===== config.mk =====
export PLATFORM = sky130hd
export DESIGN_NAME = mux_pipe_stage
export DESIGN_NICKNAME = d
export VERILOG_FILES = /design/src/rtl/mux_pipe_stage.sv
export SDC_FILE = /design/constraint.sdc
export NUM_CORES = 1
export LEC_CHECK = 0
export BUFFER_PORTS_ARGS = -buffer_cell sky130_fd_sc_hd__buf_2
export CORE_UTILIZATION = 50
export DETAILED_ROUTE_END_ITERATION = 7
export PLACE_DENSITY = 0.85
export SLEW_MARGIN = 0
export SYNTH_ARGS = -nofsm -noshare
export SYNTH_HDL_FRONTEND = slang
export SYNTH_SLANG_ARGS = --single-unit

===== constraint.sdc =====
create_clock -name clk -period 4 [get_ports clk]
set_clock_uncertainty 0.05 [all_clocks]
set_input_delay 0 -clock clk [delete_from_list [all_inputs] [get_ports clk]]
set_output_delay 0 -clock clk [all_outputs]
set_load 0.05 [all_outputs]

===== src/rtl/mux_pipe_stage.sv =====
// rtl/mux_pipe_stage.sv - N-way word select into a registered output with a 2-entry skid buffer.
// in_ready comes straight from the skid flag, so downstream stalls never reach upstream combinationally.
module mux_pipe_stage #(
  parameter int SIZE = 32,
  parameter int NUM_IN = 4,
  localparam int SEL_W = $clog2(NUM_IN)
) (
  input  logic                   clk,
  input  logic                   reset,
  input  logic [NUM_IN*SIZE-1:0] in_data,
  input  logic [SEL_W-1:0]       sel,
  input  logic                   in_valid,
  output logic                   in_ready,
  input  logic                   flush,
  output logic [SIZE-1:0]        out_data,
  output logic                   out_valid,
  input  logic                   out_ready,
  output logic                   sel_err
);

  logic [SIZE-1:0] out_data_q, out_data_d;
  logic            out_valid_q, out_valid_d;
  logic [SIZE-1:0] skid_data_q, skid_data_d;
  logic            skid_valid_q, skid_valid_d;
  logic            sel_err_q, sel_err_d;

  logic [SIZE-1:0] word;
  logic            sel_ok;
  logic            accept;
  logic            slot_free;

  // Out-of-range selects (only possible for non-power-of-2 NUM_IN) match nothing and yield 0.
  always_comb begin
    word   = '0;
    sel_ok = 1'b0;
    for (int k = 0; k < NUM_IN; k++) begin
      if (sel == SEL_W'(k)) begin
        word   = in_data[k*SIZE +: SIZE];
        sel_ok = 1'b1;
      end
    end
  end

  assign accept    = in_valid && !skid_valid_q;
  assign slot_free = !out_valid_q || out_ready;

  always_comb begin
    out_data_d   = out_data_q;
    out_valid_d  = out_valid_q;
    skid_data_d  = skid_data_q;
    skid_valid_d = skid_valid_q;
    sel_err_d    = sel_err_q;
    if (flush) begin
      out_valid_d  = 1'b0;
      skid_valid_d = 1'b0;
    end else begin
      if (accept && !sel_ok) begin
        sel_err_d = 1'b1;
      end
      if (slot_free) begin
        if (skid_valid_q) begin
          out_data_d   = skid_data_q;
          out_valid_d  = 1'b1;
          skid_valid_d = 1'b0;
        end else if (accept) begin
          out_data_d  = word;
          out_valid_d = 1'b1;
        end else begin
          out_valid_d = 1'b0;
        end
      end else if (accept) begin
        skid_data_d  = word;
        skid_valid_d = 1'b1;
      end
    end
  end

  always_ff @(posedge clk) begin
    if (reset) begin
      out_data_q   <= '0;
      out_valid_q  <= 1'b0;
      skid_data_q  <= '0;
      skid_valid_q <= 1'b0;
      sel_err_q    <= 1'b0;
    end else begin
      out_data_q   <= out_data_d;
      out_valid_q  <= out_valid_d;
      skid_data_q  <= skid_data_d;
      skid_valid_q <= skid_valid_d;
      sel_err_q    <= sel_err_d;
    end
  end

  assign in_ready  = !skid_valid_q;
  assign out_data  = out_data_q;
  assign out_valid = out_valid_q;
  assign sel_err   = sel_err_q;

endmodule


### After elaboration in Yosys (flattened, before gate mapping)

Index checks and enable logic that the tools add are counted.

* register bits: 67
* bits of input ports: 135

* equal/unequal tests: 3
* muxes and demuxes: 12
* bitwise operators: 2
* reduce and logical (&&, ||, !) cells: 13

Operators by type and width (count)
* $mux W32: 6
* $mux W1: 6
* $reduce_and A3 Y1: 2
* $eq A2 B2 Y1 const B: 2
* $logic_not A1 Y1: 3
* $reduce_or A3 Y1: 1
* $eq A2 B1 Y1 const B: 1
* $logic_and A1 B1 Y1: 2
* $logic_not A2 Y1: 1
* $not A1 Y1: 2
* $reduce_and A2 Y1: 1
* $reduce_bool A2 Y1: 1
* $reduce_or A2 Y1: 1
* $logic_or A1 B1 Y1: 1

### Longest topological paths before layout

Gate-level depths: netlist of the first run.

* depth in word-level cells: 8
* gate-level depth with buffers: 7
* depth with buffers taken out: 3

### Worst setup path before layout of the first run

OpenSTA, ideal clock, no wires.

* kind: register to register
* start: reg out_valid_q, in the netlist out_valid
* end: reg skid_data_q[24]
* library setup time: 0.117 ns
* arrival: 1.614 ns
* required time: 3.833 ns
* slack: 2.219 ns
* cell stages (with the launch flop): 6
* period minus slack after synthesis: 1.781 ns
* cell sequence: dfxtp_1 -> nand2b_1 -> buf_2 -> o31a_1 -> buf_2 -> a22o_2

* cells in the longest elaborated chain, start to end: 4

RTL lines
* start, declared: line 22 `logic out_valid_q, out_valid_d;`
* start signal, assigned: line 87 `out_valid_q <= out_valid_d;`
* $logic_not A1 Y1: line 45 `assign slot_free = !out_valid_q || out_ready;`
* $logic_or A1 B1 Y1: line 45
* $not A1 Y1 (no line)
* $reduce_and A3 Y1 (no line)
* end signal, assigned: line 88 `skid_data_q <= skid_data_d;`
* end, declared: line 23 `logic [SIZE-1:0] skid_data_q, skid_data_d;`

No other way between the ends.
A chain may end at the register's enable or synchronous reset.

### Worst setup path in the final report of the first run

* start: reg out_valid_q, in the netlist out_valid
* end: reg skid_data_q[28]

Same word-level chain as after synthesis.

==> impl_results.md, run 1 <==
- Critical Path RT: 4.23 ns
- Worst-path maximum fanout: 21
- Number of filler cells placed in the layout: 577
- Non-filler instance count after layout: 559
- Mapped Avg Cell Area: 11.6 µm²
- Top cells by area, synth: dfxtp_1 (38%), mux4_2 (15%), a311oi_2 (13%)
- Most common cell after layout, fill and taps aside: buf_2
- Most frequent CP cell: buf_4
- Vias in the first global route: 3090
- Result of the run: finished clean
- Setup violators final: 0
- Global-route wire length before repair: 14.7 mm
- Placed wire-length estimate: 6.83 mm
- Sequence of cells on the critical path: nand2b_1 -> buf_4 -> nor4_4 -> buf_4 -> a22o_2
- Leakage power summed over all cells: 0.00199 µW
- Clock root buffer: clkbuf_8
- Nature of the critical path endpoint: flip-flop
- Synth top area share: 37.7%
- Clock network latency to the later pin of the worst-skew pair: 0.34 ns
- Number of H-tree branching levels: 3
- Final Hold Violating Endpoints: 0
- Max VDD drop: 0.179 mV
- Max Slew Vio Count: 0
- Total via count in the routed design: 3255
- Per-cell via count in the routed design: 5.82
- Worst setup path class: flip-flop to flip-flop
- Overflow after GRT: 0
- Global placer's final weighted congestion: 0.772
- Clk buf depth: 2
- Post-Route WL: 9.40 mm
- Count of max-cap constraint violations: 0
- Horizontal die dimension: 86.4 µm
- Port Buf Inserts: 169
- Power density over cell area: 355 nW/µm²
- Leading cell types in the layout, fill and taps excluded: buf_2 (169), dfxtp_1 (67), nand2_1 (64)
- Initial core utilization: 52.1%
- Critical-path top delay cell: nor4_4
- Clock tree from TritonCTS: done
- Largest net degree at the start of global routing: 38
- Io pins: 170
- Setup TNS after final layout: 0 ns
- Delay-heaviest family, CP: simple AND/OR/NAND/NOR gates
- Floorplan row count: 30
- Fmax: 427 MHz
- Detailed-routing iteration count for the pre-antenna-repair pass: 4
- Routed Antenna Nets: 0
- Min cycle time layout: 2.34 ns
- Max-Slew Margin vs Limit: 29.3%
- Starting DRT DRC Count: 183
- Number of clock sinks seen by CTS: 67
- Total number of nets in the final design: 594
- Number of nets in the synthesized netlist: 442
- Overall track demand over capacity in global routing: 25.6%
- Area used by multi-input combinational logic: 1990 µm²
- Synthesized instance count: 307
- Number of antenna violations at the first check in global routing: 0
- DRC violations left: 0
- Number of placed instances with taps included: 542
- Routed WL per cell: 16.8 µm
- Core region area: 6830 µm²
- Hold bufs inserted after CTS: 2
- Inserted Diodes: 0
- Slew @ Worst Pin: 1.06 ns
- Post-synthesis cell type with the largest combined area: dfxtp_1
- Data arrival time of the critical path: 2.57 ns
- Peak per-stage delay on the critical path: 0.59 ns
- Die height: 86.4 µm
- WP buf/inv: 2
- Cts bufs inserted: 9
- Combined flip-flop and latch cell area: 1340 µm²
- Total standard cell area after synthesis: 3560 µm²
- Area of the die: 7460 µm²
- Synth warn: 0
- Hold WC Path Type: input pin to flip-flop
- Resized cells post-CTS: 0
- Setup bufs post-CTS: 0
- CTS clk-pin slew, worst paths: 0.08 ns
- RSZ-0062 raised after global routing: no
- Number of distinct library cells after synthesis: 23
- Number of synthesized register bits: 67
- Layout-stage area growth over the synthesis result: 27.8%
- Sequential area share after synthesis: 37.7%
- Critical path launch point type: flip-flop
- Proportion of layout cells with a drive suffix above 1: 54.2%
- Fin crit share: 58.6%
## state kept, by name, indices dropped and copies added, names as in the netlist
name          cells
skid_valid_q      1
sel_err           1
skid_data_q      32
out_data         32
out_valid         1
## worst reg2reg max path, delay by kind of cell, from the launching register on
kind	cells	cell delay [ns]
compound gates	1	0.18
simple gates	2	0.97
buf+inv	2	0.75
flops	1	0.34
## cell usage after synthesis
library cell	count
nor4_4	1
buf_1	4
inv_1	2
o31a_1	1
a211oi_1	1
mux4_2	24
nor2b_1	1
a22o_1	27
nand2b_1	2
and2_4	1
a22o_2	5
clkbuf_1	8
nand2_1	64
nor4_1	1
a311oi_2	30
buf_2	15
mux4_1	8
a311oi_1	2
buf_6	9
nor2_1	1
dfxtp_1	67
a21oi_1	32
o21ba_1	1
## layout make-up
class	count	share of cell area, %
multi-input cells	202	43.7
flip-flops and latches	67	29.5
repair buffers	177	20.0
clock buffers	9	2.72
well taps	96	2.64
clock inverters	6	1.26
inverters	2	0.165
## cell families after synthesis
logic type	Yosys count	synth area share [%]
AND/OR/NAND/NOR	71	8.40
multiplexers	32	21.1
flip-flops	67	37.7
AO/OA/AOI/OAI	99	26.4
buffers and inverters	38	6.43
## where the power goes
group | internal [µW] | switching [µW]
sequential | 694 | 15.7
clock | 280 | 253
combinational | 156 | 215
## per-layer routing
layer / up-vias / global-route usage, % / routed length, µm
li1: 1501 / - / -
met1: 1568 / 31.6 / 3740
met2: 164 / 43.1 / 4680
met3: 22 / 5.90 / 778
met4: 0 / 11.2 / 202
met5: - / 0 / 0
## worst paths after layout
kind	from	endpoint	slack, ns	cells after the start
setup / recovery	out_valid	skid_data_q[28]	1.66	5
hold / removal	in_valid	out_valid	0.005	3
hold reg to reg	sel_err	sel_err	0.42	1
setup reg to reg	out_valid	skid_data_q[28]	1.66	5
## through the flow
step           instance area [µm²]  hold WS (ns)  total power, µW  utilization, %  worst slack, ns
6_report                      4550       0.00531             1610            66.6             1.66
5_1_grt                       4550       0.00111             1680            66.6             1.49
4_1_cts                       4550       0.00562             1620            66.6             1.67
3_5_place_dp                  4350         0.220             1100            63.7             1.69
3_3_place_gp                  4350         0.205             1090            63.7             1.84
2_1_floorplan                 3560        0.0285              987               -             2.22
No activity file was read; power rests on OpenSTA's default activity.
==> inputs of run 2 (changes only) <==
Settings changed: ABC_AREA from default to 1, CORE_UTILIZATION 50 to 44, PLACE_DENSITY 0.85 to 0.78.
Clock period 4 ns to 2 ns, I/O delays scaled along.
==> run 2 against run 1 <==
  * Cell count increased by 69%
  * Critical path depth grew 5
  * Total power increased by 130%
  * Highest routed layer unchanged
  * Combinational power is 120% higher
  * First-iteration DRC count increased by 61%
  * Flip-flop and latch count did not move
  * Sequential power up 100%
  * Critical path type is now input pin to flip-flop
  * Hold slack got worse by 0.0024 ns
  * Routed wire length increased by 38%
  * Core utilization down 3.4 points
==> impl_results.md, run 2 <==
- Result of the run: finished clean
- Critical Path RT: 2.19 ns (-2.04 ns)
- Cts bufs inserted: 9 (unchanged)
- Proportion of layout cells with a drive suffix above 1: 24.7% (-30 points)
- Number of H-tree branching levels: 3 (unchanged)
- Number of synthesized register bits: 67 (unchanged)
- Horizontal die dimension: 96.7 µm (+12%)
- Overall track demand over capacity in global routing: 28.0% (+2.3 points)
- Global-route wire length before repair: 21.6 mm (+47%)
- Inserted Diodes: 0 (unchanged)
- Resized cells post-CTS: 0 (unchanged)
- Critical path launch point type: input pin
- Hold WC Path Type: input pin to flip-flop
- Final-layout worst hold slack: 0.00290 ns (-0.00240 ns)
- Non-filler instance count after layout: 943 (+69%)
- Number of placed instances with taps included: 887 (+64%)
- Critical-path top delay cell: dlygate4sd3_1
- Max Slew Vio Count: 0 (unchanged)
- Worst setup path class: input pin to flip-flop
- Layout-stage area growth over the synthesis result: 39.1%
- Number of distinct library cells after synthesis: 21 (-8.7%)
- Routed Antenna Nets: 0 (unchanged)
- Die height: 96.7 µm (+12%)
- Commonest cells in the synthesized netlist: nand2_1 (162), nand3_1 (97), a21oi_1 (96)
- Routed WL per cell: 13.8 µm (-18%)
- Setup violators final: 0 (unchanged)
- CTS clk-pin slew, worst paths: 0.08 ns (about the same)
- Mapped Avg Cell Area: 6.13 µm² (-47%)
- Most common cell after layout, fill and taps aside: buf_2
- Max VDD drop: 0.437 mV (+140%)
- Post-synthesis cell type with the largest combined area: dfxtp_1
- Reg2reg end: skid_data_q[15]
- Total number of nets in the final design: 965 (+62%)
- Worst Setup SP: out_ready
- Clk buf depth: 2 (unchanged)
- Fmax: 522 MHz
- Sequence of cells on the critical path: dlygate4sd3_1 -> buf_2 -> inv_1 -> nand2_1 -> nor2_1 -> nand3_2 -> buf_4 -> a21oi_1 -> dlygate4sd3_1 -> nor2_1
- Slew @ Worst Pin: 0.597 ns (-0.462 ns)
- Data arrival time of the critical path: 2.10 ns (-0.47 ns)
- Port Buf Inserts: 169 (unchanged)
- Share of synthesized registers carrying an async set or reset: 0% (unchanged)
- Synth warn: 0 (unchanged)
- Worst-path maximum fanout: 34 (+62%)
- Power density over cell area: 690 nW/µm² (+95%)
- End point of the critical path: skid_data_q[15]
- Total standard cell area after synthesis: 3940 µm² (+11%)
- Placed wire-length estimate: 8.43 mm (+23%)
- Setup slack of the worst register-to-register path: 0.13 ns (-1.53 ns)
- Vias in the first global route: 4852 (+57%)
- Number of nets in the synthesized netlist: 778 (+76%)
- Global placer's final weighted congestion: 0.845 (+9.4%)
- Clock network latency to the later pin of the worst-skew pair: 0.33 ns (about the same)
- Initial core utilization: 45.4% (-6.7 points)
- RSZ-0062 raised after global routing: no
- Sequential area share after synthesis: 34.0% (-3.6 points)
- Io pins: 170 (unchanged)
- Number of cells traversed by the worst register-to-register path: 7 (+2)
- Leakage power summed over all cells: 0.00289 µW (+45%)
- Number of antenna violations at the first check in global routing: 0 (unchanged)
- Number of filler cells placed in the layout: 792 (+37%)
- Area of the die: 9340 µm² (+25%)
- Per-cell via count in the routed design: 5.19 (-11%)
- Overflow after GRT: 0 (unchanged)
- Number of clock sinks seen by CTS: 67 (unchanged)
- Final Hold Violating Endpoints: 0 (unchanged)
- Count of max-cap constraint violations: 0 (unchanged)
- Total via count in the routed design: 4893 (+50%)
- Launching point of the worst reg2reg path: out_valid
- Synth top area share: 34.0% (-3.6 points)
- Largest net degree at the start of global routing: 35 (-7.9%)
- Min cycle time layout: 1.92 ns
- Nature of the critical path endpoint: flip-flop
- Clock tree from TritonCTS: done
- Peak per-stage delay on the critical path: 0.57 ns (-0.02 ns)
- Leading cell type by number of instances after synthesis: nand2_1
- Detailed-routing iteration count for the pre-antenna-repair pass: 5 (+1)
- Setup TNS after final layout: 0 ns (unchanged)
- Number of enable flip-flop cells after synthesis: 0 (unchanged)
- Floorplan row count: 34 (+13%)
- Top cells by area, synth: dfxtp_1 (34%), nand2_1 (15%), nand3_1 (12%)
- Core region area: 8680 µm² (+27%)
- Clock root buffer: clkbuf_8
- Post-Route WL: 13.0 mm (+38%)
- Synthesized instance count: 643 (+110%)
- Starting DRT DRC Count: 294 (+61%)
- Fin crit share: 95.8%
- DRC violations left: 0 (unchanged)
- Dominant register cell in the synthesized netlist: dfxtp_1
- Max-Slew Margin vs Limit: 60.1% (+31 points)
- Leading cell types in the layout, fill and taps excluded: buf_2 (169), nand2_1 (162), nand3_1 (97)
[run 2: cell count changes after synthesis, sizes merged, moves of 3 or more]
cell / change
inv: +70
nand3: +99
nand2: +99
buf: -3
nor2: +35
a21oi: +64
mux4: -32
o21ai: +32
or2: +32
a22o: -32
a311oi: -32
clkbuf: +12
[run 2: worst min-delay path by stage]
stage | to | slack (ns) | cells after the start | start
finish | skid_data_q[13] | 0.003 | 4 | in_data[109]
detailed placement | sel_err | 0.15 | 2 | reset
floorplan | sel_err | 0.02 | 1 | reset
global placement | sel_err | 0.15 | 2 | reset
global route | out_data[5] | 0.02 | 4 | in_data[101]
CTS | skid_data_q[18] | 0.0007 | 5 | in_data[18]
[run 2: cell type report]
| type | count | area (µm²) | share of cell area (%) |
|---|---|---|---|
| Tap cell | 108 | 135 | 2.46 |
| Clock inverter | 6 | 136 | 2.49 |
| Timing Repair Buffer | 221 | 1350 | 24.6 |
| Inverter | 72 | 270 | 4.93 |
| Multi-Input combinational cell | 459 | 2120 | 38.6 |
| Sequential cell | 67 | 1340 | 24.5 |
| Clock buffer | 10 | 138 | 2.51 |
[run 2: cells by family (layout without fill, tap and decap cells)]
kind of cell	after synthesis	count (layout)	share of synthesized area, %
buffers and inverters	117	309	12.3
AOI/OAI and AO/OA	129	129	16.4
and+or+nand+nor	330	330	37.2
DFF	67	67	34.0
[run 2: repair_timing]
item                                   CTS  global route
endpoints found under the hold margin   29             1
setup buffers                            0             0
hold buffers                            39             1
[run 2: report_power, final]
part / internal (µW) / leakage [µW] / switching (µW)
registers: 1390 / 0.000547 / 30.8
logic: 305 / 0.00221 / 521
clock network: 991 / 0.000133 / 546
total: 2690 / 0.00289 / 1100
[run 2: routing by layer]
| layer | up-vias | wire, µm | GRT usage, % |
|---|---|---|---|
| met1 | 2194 | 5310 | 34.9 |
| met5 | - | 0 | 0 |
| met4 | 0 | 408 | 11.5 |
| met3 | 34 | 1040 | 6.29 |
| li1 | 2434 | - | - |
| met2 | 231 | 6210 | 46.5 |
[run 2: stage by stage]
stage / utilization, % / setup WS (ns) / power [µW] / area, µm²
CTS: 63.1 / 0.167 / 3790 / 5480
global route: 63.2 / 0.0131 / 3970 / 5490
global placement: 55.4 / 0.520 / 2200 / 4810
detailed placement: 55.4 / 0.457 / 2220 / 4810
floorplan: - / 0.378 / 1960 / 3940
finish: 63.2 / 0.0844 / 3790 / 5490
[run 2: worst max-delay path, delay by kind of cell]
kind            cells  cell delay (ns)
compound gates      1             0.17
simple gates        4             0.38
buf+inv             5             1.54
